$ cat src/rtl/if_id_pkg.sv
// Shared types and constants for the fetch/decode boundary.
package if_id_pkg;

    localparam int unsigned XLEN = 32;

    // Word shown to decode when nothing is held (addi x0,x0,0).
    localparam logic [XLEN-1:0] NOP_INS = 32'h0000_0013;

    // One fetched instruction with its PC+4, also reused by the decode-stage register.
    typedef struct packed {
        logic [XLEN-1:0] ins;
        logic [XLEN-1:0] pcp4;
    } if_id_entry_t;

endpackage

$ cat src/rtl/if_id_ptr_ctrl.sv
// Occupancy bookkeeping for the IF/ID buffer: pointers, count and push/pop/flush arbitration.
module if_id_ptr_ctrl #(
    parameter int unsigned DEPTH = 2
) (
    input  logic                       clk,
    input  logic                       rst_n,
    input  logic                       in_valid,
    input  logic                       out_ready,
    input  logic                       flush,
    output logic                       in_ready,
    output logic                       out_valid,
    output logic                       wr_en,
    output logic [$clog2(DEPTH)-1:0]   wr_ptr,
    output logic [$clog2(DEPTH)-1:0]   rd_ptr,
    output logic [$clog2(DEPTH):0]     count
);

    localparam int unsigned PTR_W = $clog2(DEPTH);
    localparam int unsigned CNT_W = PTR_W + 1;

    logic [PTR_W-1:0] wr_ptr_q, wr_ptr_d;
    logic [PTR_W-1:0] rd_ptr_q, rd_ptr_d;
    logic [CNT_W-1:0] count_q, count_d;
    logic             push;
    logic             pop;

    // Handshake flags come only from the registered count, so no input reaches them.
    assign in_ready  = (count_q != CNT_W'(DEPTH));
    assign out_valid = (count_q != '0);
    assign push      = in_valid & in_ready;
    assign pop       = out_valid & out_ready;

    // A flushed push must not land in storage.
    assign wr_en     = push & ~flush;

    assign wr_ptr    = wr_ptr_q;
    assign rd_ptr    = rd_ptr_q;
    assign count     = count_q;

    // Next-state arbitration; flush wins over push and pop for occupancy.
    always_comb begin
        wr_ptr_d = wr_ptr_q;
        rd_ptr_d = rd_ptr_q;
        count_d  = count_q;
        if (flush) begin
            rd_ptr_d = wr_ptr_q;
            count_d  = '0;
        end else begin
            if (push) begin
                wr_ptr_d = wr_ptr_q + PTR_W'(1);
            end
            if (pop) begin
                rd_ptr_d = rd_ptr_q + PTR_W'(1);
            end
            case ({push, pop})
                2'b10:   count_d = count_q + CNT_W'(1);
                2'b01:   count_d = count_q - CNT_W'(1);
                default: count_d = count_q;
            endcase
        end
    end

    // Pointer and occupancy registers; reset drops every held entry at once.
    always_ff @(posedge clk or negedge rst_n) begin
        if (!rst_n) begin
            wr_ptr_q <= '0;
            rd_ptr_q <= '0;
            count_q  <= '0;
        end else begin
            wr_ptr_q <= wr_ptr_d;
            rd_ptr_q <= rd_ptr_d;
            count_q  <= count_d;
        end
    end

endmodule

$ cat src/rtl/if_id_stage_buffer.sv
// Fetch-to-decode boundary buffer: small in-order queue of {ins, PC+4} with valid/ready on both sides.
module if_id_stage_buffer
    import if_id_pkg::*;
#(
    parameter int unsigned DEPTH = 2
) (
    input  logic                    clk,
    input  logic                    rst_n,
    input  logic                    in_valid,
    output logic                    in_ready,
    input  logic [XLEN-1:0]         in_ins,
    input  logic [XLEN-1:0]         in_pcp4,
    input  logic                    flush,
    output logic                    out_valid,
    input  logic                    out_ready,
    output logic [XLEN-1:0]         out_ins,
    output logic [XLEN-1:0]         out_pcp4,
    output logic [XLEN-1:0]         out_pc,
    output logic                    out_misalign,
    output logic [$clog2(DEPTH):0]  count
);

    localparam int unsigned PTR_W = $clog2(DEPTH);

    if_id_entry_t     mem_q [DEPTH];
    if_id_entry_t     head;
    logic             wr_en;
    logic [PTR_W-1:0] wr_ptr;
    logic [PTR_W-1:0] rd_ptr;

    if_id_ptr_ctrl #(
        .DEPTH (DEPTH)
    ) u_ptr_ctrl (
        .clk       (clk),
        .rst_n     (rst_n),
        .in_valid  (in_valid),
        .out_ready (out_ready),
        .flush     (flush),
        .in_ready  (in_ready),
        .out_valid (out_valid),
        .wr_en     (wr_en),
        .wr_ptr    (wr_ptr),
        .rd_ptr    (rd_ptr),
        .count     (count)
    );

    // Entry storage; contents are meaningless until written, so no reset is needed.
    always_ff @(posedge clk) begin
        if (wr_en) begin
            mem_q[wr_ptr] <= '{ins: in_ins, pcp4: in_pcp4};
        end
    end

    assign head = mem_q[rd_ptr];

    // Head presentation with idle values when empty; out_pc is a wrapping PC+4 minus 4.
    always_comb begin
        out_ins      = NOP_INS;
        out_pcp4     = '0;
        out_pc       = '0;
        out_misalign = 1'b0;
        if (out_valid) begin
            out_ins      = head.ins;
            out_pcp4     = head.pcp4;
            out_pc       = head.pcp4 - XLEN'(4);
            out_misalign = |head.pcp4[1:0];
        end
    end

endmodule
$ cat config.mk
export PLATFORM = sky130hd
export DESIGN_NAME = if_id_stage_buffer
export DESIGN_NICKNAME = d
export VERILOG_FILES = /design/src/rtl/if_id_pkg.sv /design/src/rtl/if_id_ptr_ctrl.sv /design/src/rtl/if_id_stage_buffer.sv
export SDC_FILE = /design/constraint.sdc
export NUM_CORES = 1
export LEC_CHECK = 0
export ABC_CLOCK_PERIOD_IN_PS = 4230
export CORE_ASPECT_RATIO = 1.5
export CORE_MARGIN = 10
export CORE_UTILIZATION = 43
export DETAILED_ROUTE_END_ITERATION = 6
export PLACE_DENSITY = 0.74
export SYNTH_ARGS = -nofsm -noshare
export SYNTH_HDL_FRONTEND = slang
export SYNTH_SLANG_ARGS = --single-unit
$ cat constraint.sdc
create_clock -name clk -period 4.23 [get_ports clk]
set_input_delay 0.846 -clock clk [delete_from_list [all_inputs] [get_ports clk]]
set_output_delay 0.846 -clock clk [all_outputs]
set_load 0.03 [all_outputs]
==> impl_metrics.csv <==
group,metric,value,unit
power,worst_ir_drop_vdd,0.000397,V
die,core.rowCount,52,
min_path,hp-class,"reg2reg",
cells_and_area,multiInputGateArea,0.00199,mm^2
worst_setup_path,worst-path-max-fanout,23,
yosys,syn_inst,462,
run,drv_cap,0,
power,p_sw,0.00145,W
worst_setup_path,cp-end-kind,"output pin",
die,dieArea,0.0192,mm^2
min_path,hold_path_depth,1,
sta,drv_slew,0,
sta,fmax,244,MHz
routing,vias,4394,
global_route,grt-ovfl-total,0,
sta,fin_crit,4.09,ns
power,pwr-share-comb,31.8,%
sta,fin_crit_sh,96.8,%
clock_network,clockBufferDepth,2,
clock_network,clkSinkCount,132,
die,io-pin-count,170,
worst_setup_path,critPathLaunch,"u_ptr_ctrl.rd_ptr$_DFFE_PN0P_",
place,place_hpwl,11600,um
worst_setup_path,cpLargestDelayFamily,"simple AND/OR/NAND/NOR gates",
worst_setup_path,startpoint_type,"flop",
worst_setup_path,crit_type,"reg2out",
worst_setup_path,crit_path_cell_trace,"buf_4 > buf_16 > or4_4 > a222oi_1 > buf_4 > nand3_2 > or4_1 > nand2_1 > buf_4",
routing,drcViolationCount,0,
yosys,yosysUniqueCellTypes,43,
place,placedCellCount,781,
place,gp_congestion,0.916,
clock_network,clock_latency,0.41,ns
cells_and_area,num_antenna_cells,0,
power,power.leakage,3.06,nW
yosys,syn_avg_cell_area,13.0,um^2
worst_setup_path,path_buf_inv,4,
yosys,syn_nets,532,
sta,worst_pin_slew,0.878,ns
worst_setup_path,arrival,3.25,ns
worst_setup_path,worst-path-stages,9,
power,power_frac_seq,36.9,%
clock_network,cts_root_buffer,"clkbuf_16",
worst_setup_path,cp_slowest_cell,"dfrtp_4",
worst_setup_path,required,3.38,ns
power,internal-power,0.00308,W
global_route,grt_max_degree,81,
die,fp.dieH,165,um
cells_and_area,area_growth,43.5,%
global_route,grt_pass1_wl,25100,um
clock_network,numCtsBuffers,17,
worst_setup_path,max_stage_delay,0.54,ns
global_route,track_usage,17.0,%
routing,final_antenna_net_count,0,
yosys,syn_area,0.00601,mm^2
yosys,ys_seq_area_share,65.6,%
power,finalPower,0.00453,W
yosys,synth_seq_cells,132,
clock_network,cts_tree,"done",
worst_setup_path,ff2ff_setup_slack,2.09,ns
worst_setup_path,r2r_start,"u_ptr_ctrl.count[0]$_DFFE_PN0P_",
cells_and_area,nFillCells,1014,
cells_and_area,final_cell_area,0.00863,mm^2
routing,first_pass_iters,7,
sta,relSlewSlack,41.5,%
place,placed_cell_area,0.00793,mm^2
place,port_buffers,169,
status,status,"finished, final reports clean",
clock_network,htree_levels,4,
worst_setup_path,crit_top_cell,"buf_4",
global_route,antenna_found_initial,0,
worst_setup_path,reg2reg_to,"mem_q[0][48]$_DFFE_PP_",
die,core,0.0136,mm^2
routing,routed_wirelength,16600,um
clock_network,postCtsHoldBufs,0,
sta,finalSetupTns,0,ns
routing,drtIter0Drc,325,
worst_setup_path,r2r_cells,4,
yosys,yosysWarnings,0,
power,power_density,525,mW/mm^2
clock_network,clk_pin_slew_worst_paths,0.06,ns
cells_and_area,final_cell_count_no_fill,822,
power,power.share.clock,31.3,%
cells_and_area,layout-drive-gt1-share,12.4,%
global_route,grt_pass1_vias,4643,
routing,post_drt_wl_per_cell,20.2,um
worst_setup_path,crit_end,"out_pc[30]",
cells_and_area,regArea,0.00395,mm^2
routing,viasPerCell,5.35,
die,start_util,44.2,%
power,p_sw_share,32.0,%
die,die_w,117,um
sta,setup_viol_count_final,0,
cells_and_area,nets,717,
sta,finClkSkew,0.0110,ns
sta,hold_viol_final,0,
[registers in the layout (all words and copies together) (netlist names)]
signal and flops:
u_ptr_ctrl.rd_ptr 1, u_ptr_ctrl.wr_ptr 1, u_ptr_ctrl.count 2, mem_q 128
[cells in the final DEF (no fill, tap or decap), types with 4 or more instances in the layout]
cell type / n
nor3b_1: 11
nor2_1: 90
inv_6: 4
edfxtp_1: 128
mux2i_1: 60
xnor2_1: 4
nor4_1: 5
and2_1: 7
mux2_2: 5
clkbuf_16: 18
o21ai_0: 14
a21oi_1: 9
xor2_1: 13
nand2_1: 18
clkdlybuf4s50_1: 154
o31ai_1: 7
nor3_1: 19
buf_4: 26
[power by group through the flow]
| stage | Combinational [W] | Clock (W) | Sequential, W |
|---|---|---|---|
| floorplan | 0.000892 | 0 | 0.00168 |
| global placement | 0.00135 | 0 | 0.00169 |
| detailed placement | 0.00136 | 0 | 0.00170 |
| CTS | 0.00138 | 0.00144 | 0.00168 |
| global route | 0.00154 | 0.00151 | 0.00168 |
| finish | 0.00144 | 0.00142 | 0.00167 |
[worst min path at each step]
stage | startpoint | end
floorplan | u_ptr_ctrl.wr_ptr$_DFFE_PN0P_ | u_ptr_ctrl.wr_ptr$_DFFE_PN0P_
global placement | u_ptr_ctrl.wr_ptr$_DFFE_PN0P_ | u_ptr_ctrl.wr_ptr$_DFFE_PN0P_
detailed placement | u_ptr_ctrl.wr_ptr$_DFFE_PN0P_ | u_ptr_ctrl.wr_ptr$_DFFE_PN0P_
CTS | u_ptr_ctrl.wr_ptr$_DFFE_PN0P_ | u_ptr_ctrl.wr_ptr$_DFFE_PN0P_
global route | u_ptr_ctrl.wr_ptr$_DFFE_PN0P_ | u_ptr_ctrl.wr_ptr$_DFFE_PN0P_
finish | u_ptr_ctrl.wr_ptr$_DFFE_PN0P_ | u_ptr_ctrl.wr_ptr$_DFFE_PN0P_
[through the flow]
stage / hold slack [ns] / utilization, % / worst slack [ns]
after global routing: 0.607 / 63.5 / -0.0403
final: 0.582 / 63.5 / 0.136
after floorplan: 0.488 / - / -0.0837
after CTS: 0.587 / 62.7 / 0.0309
after detailed placement: 0.573 / 58.3 / 0.237
after global placement: 0.553 / 58.3 / 0.276
[worst register-to-register path, stage by stage (launching register included)]
cell and delay, ns:
dfrtp_1 0.47, nand2b_1 0.20, nand3b_1 0.24, nor2_4 0.13, buf_4 0.70
[cells in the mapped netlist (all sizes together)]
| library cell | n | area, um^2 |
|---|---|---|
| inv | 2 | 7.51 |
| a222oi | 1 | 10.0 |
| o21bai | 1 | 7.51 |
| buf | 15 | 83.8 |
| nand2b | 2 | 12.5 |
| clkbuf | 10 | 37.5 |
| mux2 | 5 | 56.3 |
| ha | 1 | 12.5 |
| or3 | 1 | 6.26 |
| a2111o | 1 | 11.3 |
| nand3 | 1 | 10.0 |
| or4b | 2 | 20.0 |
| a21oi | 9 | 45.0 |
| mux2i | 62 | 621 |
| xor2 | 13 | 114 |
| a211oi | 1 | 7.51 |
| nor2 | 93 | 349 |
| a21o | 2 | 15.0 |
| o31ai | 7 | 52.6 |
| nor2b | 2 | 12.5 |
| o21ai | 14 | 70.1 |
| a2111oi | 1 | 10.0 |
| a31oi | 2 | 12.5 |
| and2 | 7 | 43.8 |
| xnor2 | 4 | 35.0 |
| nor3 | 20 | 100 |
| o21a | 1 | 7.51 |
| nor3b | 11 | 82.6 |
| dfrtp | 4 | 100 |
| o31a | 1 | 8.76 |
| or4 | 4 | 33.8 |
| o22ai | 3 | 18.8 |
| nand3b | 3 | 22.5 |
| o211ai | 1 | 7.51 |
| nand4 | 2 | 12.5 |
| nand2 | 18 | 67.6 |
| or3b | 1 | 8.76 |
| edfxtp | 128 | 3840 |
| nor4 | 6 | 37.5 |
[cells by family after synthesis]
kind of cell    count (synthesis)  synth area share, %
compound gates                 45                 4.72
xor+xnor                       17                 2.48
flops                         132                 65.6
fa+ha+maj                       1                0.208
buf+inv                        27                 2.14
simple gates                  173                 13.6
mux                            67                 11.3
[routing by layer]
metal	GRT usage, %	part of all wire [%]
met1	17.9	36
met2	29.9	55
met3	5.19	6.8
met4	8.62	2.8
met5	0	0
[final cells by class]
type	instances	area share, %
flip-flops and latches	132	45.7
multi-input cells	303	23.1
repair buffers	191	22.0
clock buffers	17	4.93
well taps	162	2.35
clock inverters	15	1.80
inverters	2	0.0870
[what timing repair did]
item                                   4_1_cts  5_1_grt
setup buffers                                0        8
endpoints found under the hold margin        0        0
gates cloned                                 0        1
setup endpoints to repair                    4        5
resized for setup                            6        6
pin swaps                                    0        2
Note: power is estimated with default switching activity, not from simulation.
==> RTL change 1: new RTL, same flow settings <==
Reset style: synchronous (`rst_n`), changed in one clocked block.
--- a/src/rtl/if_id_ptr_ctrl.sv
+++ b/src/rtl/if_id_ptr_ctrl.sv
@@ -62,5 +62,5 @@
 
     // Pointer and occupancy registers; reset drops every held entry at once.
-    always_ff @(posedge clk or negedge rst_n) begin
+    always_ff @(posedge clk) begin
         if (!rst_n) begin
             wr_ptr_q <= '0;
Formal check against the unedited RTL: differs if rst_n is asserted again (counterexample within 4 cycles, from zero or initial values and one cycle with rst_n low); with rst_n held inactive, the same outputs for 4 cycles.
==> RTL change 1 against the unedited design <==
- routed wire length rose by 0.45%
- count of clock-buffer cells in the layout is 2 higher
- synthesized area up 3.2%
- sequential cell count rose by 1
- final area increased by 0.96%
- worst setup slack worse by 0.020 ns
- maximum frequency is 0.49% lower
- largest cell class unchanged
- highest routed layer unchanged
Power is not compared: it rests on default switching activity, and its combinational part moved more than twofold at a synthesized area within 25%.
==> RTL change 1: results <==
[status]
status = "finished clean"

[grt]
grt_util_met1 = 0.1659
antenna_found_initial = 1
use_met3 = 0.05284
gr-usage-all-layers = 0.1685

[placed_design]
dp_cells = 811

[min_path]
hold_path_startpoint = "u_ptr_ctrl.count[1]"

[pwr]
power_w = 0.003443

[route]
dr.pass1.iters = 6
drt-met1-wl_um = 5990
first_iter_violations = 185

[yosys]
async_reset_ff_frac = 0
synthTopCellsByArea = "edfxtp_1 62%, mux2i_1 9.8%, nor2_1 5.0%"
synthCells = 460
yosysUniqueCellTypes = 54

[critical_path]
cpPeakStageDelay_ns = 0.61
crit_end = "out_pc[27]"
r2r-start = "u_ptr_ctrl.count[0]"
r2r_slack_ns = 2.04

[timing]
fin_skew_ns = 0.02023
setup_ws_ns = 0.1156
slew_headroom = 0.4136

[layout]
layout.nets = 710
final_cells = 844
drive_gt1_frac = 0.1411
## RTL change 1: changes by cell type after synthesis, sizes merged, moves of 7 or more
cell	change
xor2	-8
nor3	-7
and2	+10
nor2	-11
xnor2	+7
mux2	+9
## RTL change 1: cell families after synthesis
group	Yosys count	share of synthesized area
AND/OR/NAND/NOR	176	0.1508
adder cells (fa/ha/maj)	2	0.004031
flip-flops	133	0.6354
AO/OA/AOI/OAI	32	0.04052
buffers and inverters	26	0.02298
multiplexers	75	0.1238
XOR/XNOR	16	0.02258
## RTL change 1: area by class of cell
type	count	area share
Inverter	2	0.0008614
Sequential cell	133	0.4530
Tap cell	192	0.02757
Clock buffer	19	0.04968
Clock inverter	13	0.01436
Timing Repair Buffer	184	0.2075
Multi-Input combinational cell	301	0.2471
## RTL change 1: what timing repair did
| action | 4_1_cts | 5_1_grt |
|---|---|---|
| pin swaps | 0 | 0 |
| resized for setup | 3 | 4 |
| buffers inserted | 1 | 0 |
| cloned | 0 | 0 |
| endpoints found under the setup margin | 5 | 4 |
==> RTL change 2: new RTL, config.mk and constraints unchanged <==
Without the edit above. `DEPTH` is set to 2 in 2 places; all go to 8.
--- a/src/rtl/if_id_ptr_ctrl.sv
+++ b/src/rtl/if_id_ptr_ctrl.sv
@@ -1,5 +1,5 @@
 // Occupancy bookkeeping for the IF/ID buffer: pointers, count and push/pop/flush arbitration.
 module if_id_ptr_ctrl #(
-    parameter int unsigned DEPTH = 2
+    parameter int unsigned DEPTH = 8
 ) (
     input  logic                       clk,
--- a/src/rtl/if_id_stage_buffer.sv
+++ b/src/rtl/if_id_stage_buffer.sv
@@ -3,5 +3,5 @@
     import if_id_pkg::*;
 #(
-    parameter int unsigned DEPTH = 2
+    parameter int unsigned DEPTH = 8
 ) (
     input  logic                    clk,
Interface: changed (resized count); port bits go from 170 to 172. No check against the original RTL was run, so the function may have changed too.
==> RTL change 2 against the unedited design <==
- the run now ends with negative setup slack left
- routed wire length grew to 2.9 times the old value
- synthesized area grew to 3.5 times the old value
- power grew to 4.4 times the old value
- register-to-register slack worse by 1.3 ns
- worst setup slack worse by 0.31 ns
- die area grew to 3.0 times the old value
- final area grew to 3.0 times the old value
- sequential cell count is 390 higher
- highest routed layer is now met5
==> RTL change 2: results <==
[layout]
layout.nets = 1389
nClkBuffers = 63
bufAreaShareNonClock = 0.1041
fill_cells = 3706
inverters_excl_clock = 3
multi_input_cells = 467
diodes = 1
final-seq-area_sq_um = 15640
drive_gt1_frac = 0.2835
clkCellAreaFrac = 0.05839
syn_to_final_growth_pct = 24.37
largest_register_ffs = 512

[placed_design]
io_buffers = 171
placed_area_sq_um = 23750
routabilityCongestion = 0.7566
dp_cells = 1871
place_ws_ns = 0.1632

[pwr]
p_seq_frac = 0.316
peakVddDrop_v = 0.0005745
power_switching_w = 0.007377
powerComb_w = 0.00951
leakage_nw = 8.613

[grt]
gr-usage-all-layers = 0.1611
grt_max_degree = 80
grt_pass1_vias = 11480
grt_pass1_wl_um = 71890
antenna_found_initial = 5

[yosys]
synth_edf_count = 512
async_reset_ff_frac = 0.01916
synthTopCellsByArea = "edfxtp_1 73%, mux4_2 11%, mux2i_1 3.4%"
synth_warnings = 0
yosys-top-cells-count = "512 x edfxtp_1, 99 x mux4_2, 94 x nor2_1"
yosysUniqueCellTypes = 56
synth_sequential_area_ratio = 0.7464
ys_seq_elements = 522

[cts]
path_clk_slew_ns = 0.06
cts_made_buffers = 48
clk_path_buf_depth = 3
root_buffer = "clkbuf_16"

[status]
status = "finished, violations left"
violations = "negative setup slack"

[route]
wire_per_inst_um = 23.79
dr.pass1.iters = 5
first_iter_violations = 695
vias_per_cell = 5.365
wirelength_um = 47770

[critical_path]
crit_fanout = 8
reg2reg_to = "u_ptr_ctrl.count[3]"
r2r_slack_ns = 0.79
crit_start = "u_ptr_ctrl.rd_ptr[0]"
cp_slowest_cell = "or4_4"
crit_family = "multiplexers"

[timing]
setup_viol = 9
setup_ws_ns = -0.1704
worst_pin_slew_ns = 0.7906
hold_ws_ns = 0.6115
tns_ns = -0.8716

[min_path]
hold_path_end = "u_ptr_ctrl.rd_ptr[0]"
hold_path_startpoint = "u_ptr_ctrl.wr_ptr[0]"
## RTL change 2: repair_timing
item	CTS	global route
resized for setup	52	45
pin swaps	11	25
setup endpoints to repair	52	27
buffers inserted	33	18
cloned	2	0
## RTL change 2: cells by family after synthesis
logic type                 after synthesis  synth area share
DFF                                    522            0.7464
xor gates and xnor gates                24           0.01004
and+or+nand+nor                        192           0.04363
buffers and inverters                   56           0.01369
adders and majority gates                6          0.003945
muxes                                  199            0.1677
AOI/OAI and AO/OA                       46           0.01464
## RTL change 2: layer usage
| layer | GRT usage | up-vias | routed length (um) |
|---|---|---|---|
| met3 | 0.02777 | 79 | 2419 |
| met2 | 0.2926 | 320 | 25760 |
| li1 | - | 4774 | - |
| met4 | 0.05318 | 6 | 1209 |
| met1 | 0.1888 | 5594 | 18350 |
| met5 | 0 | - | 34 |
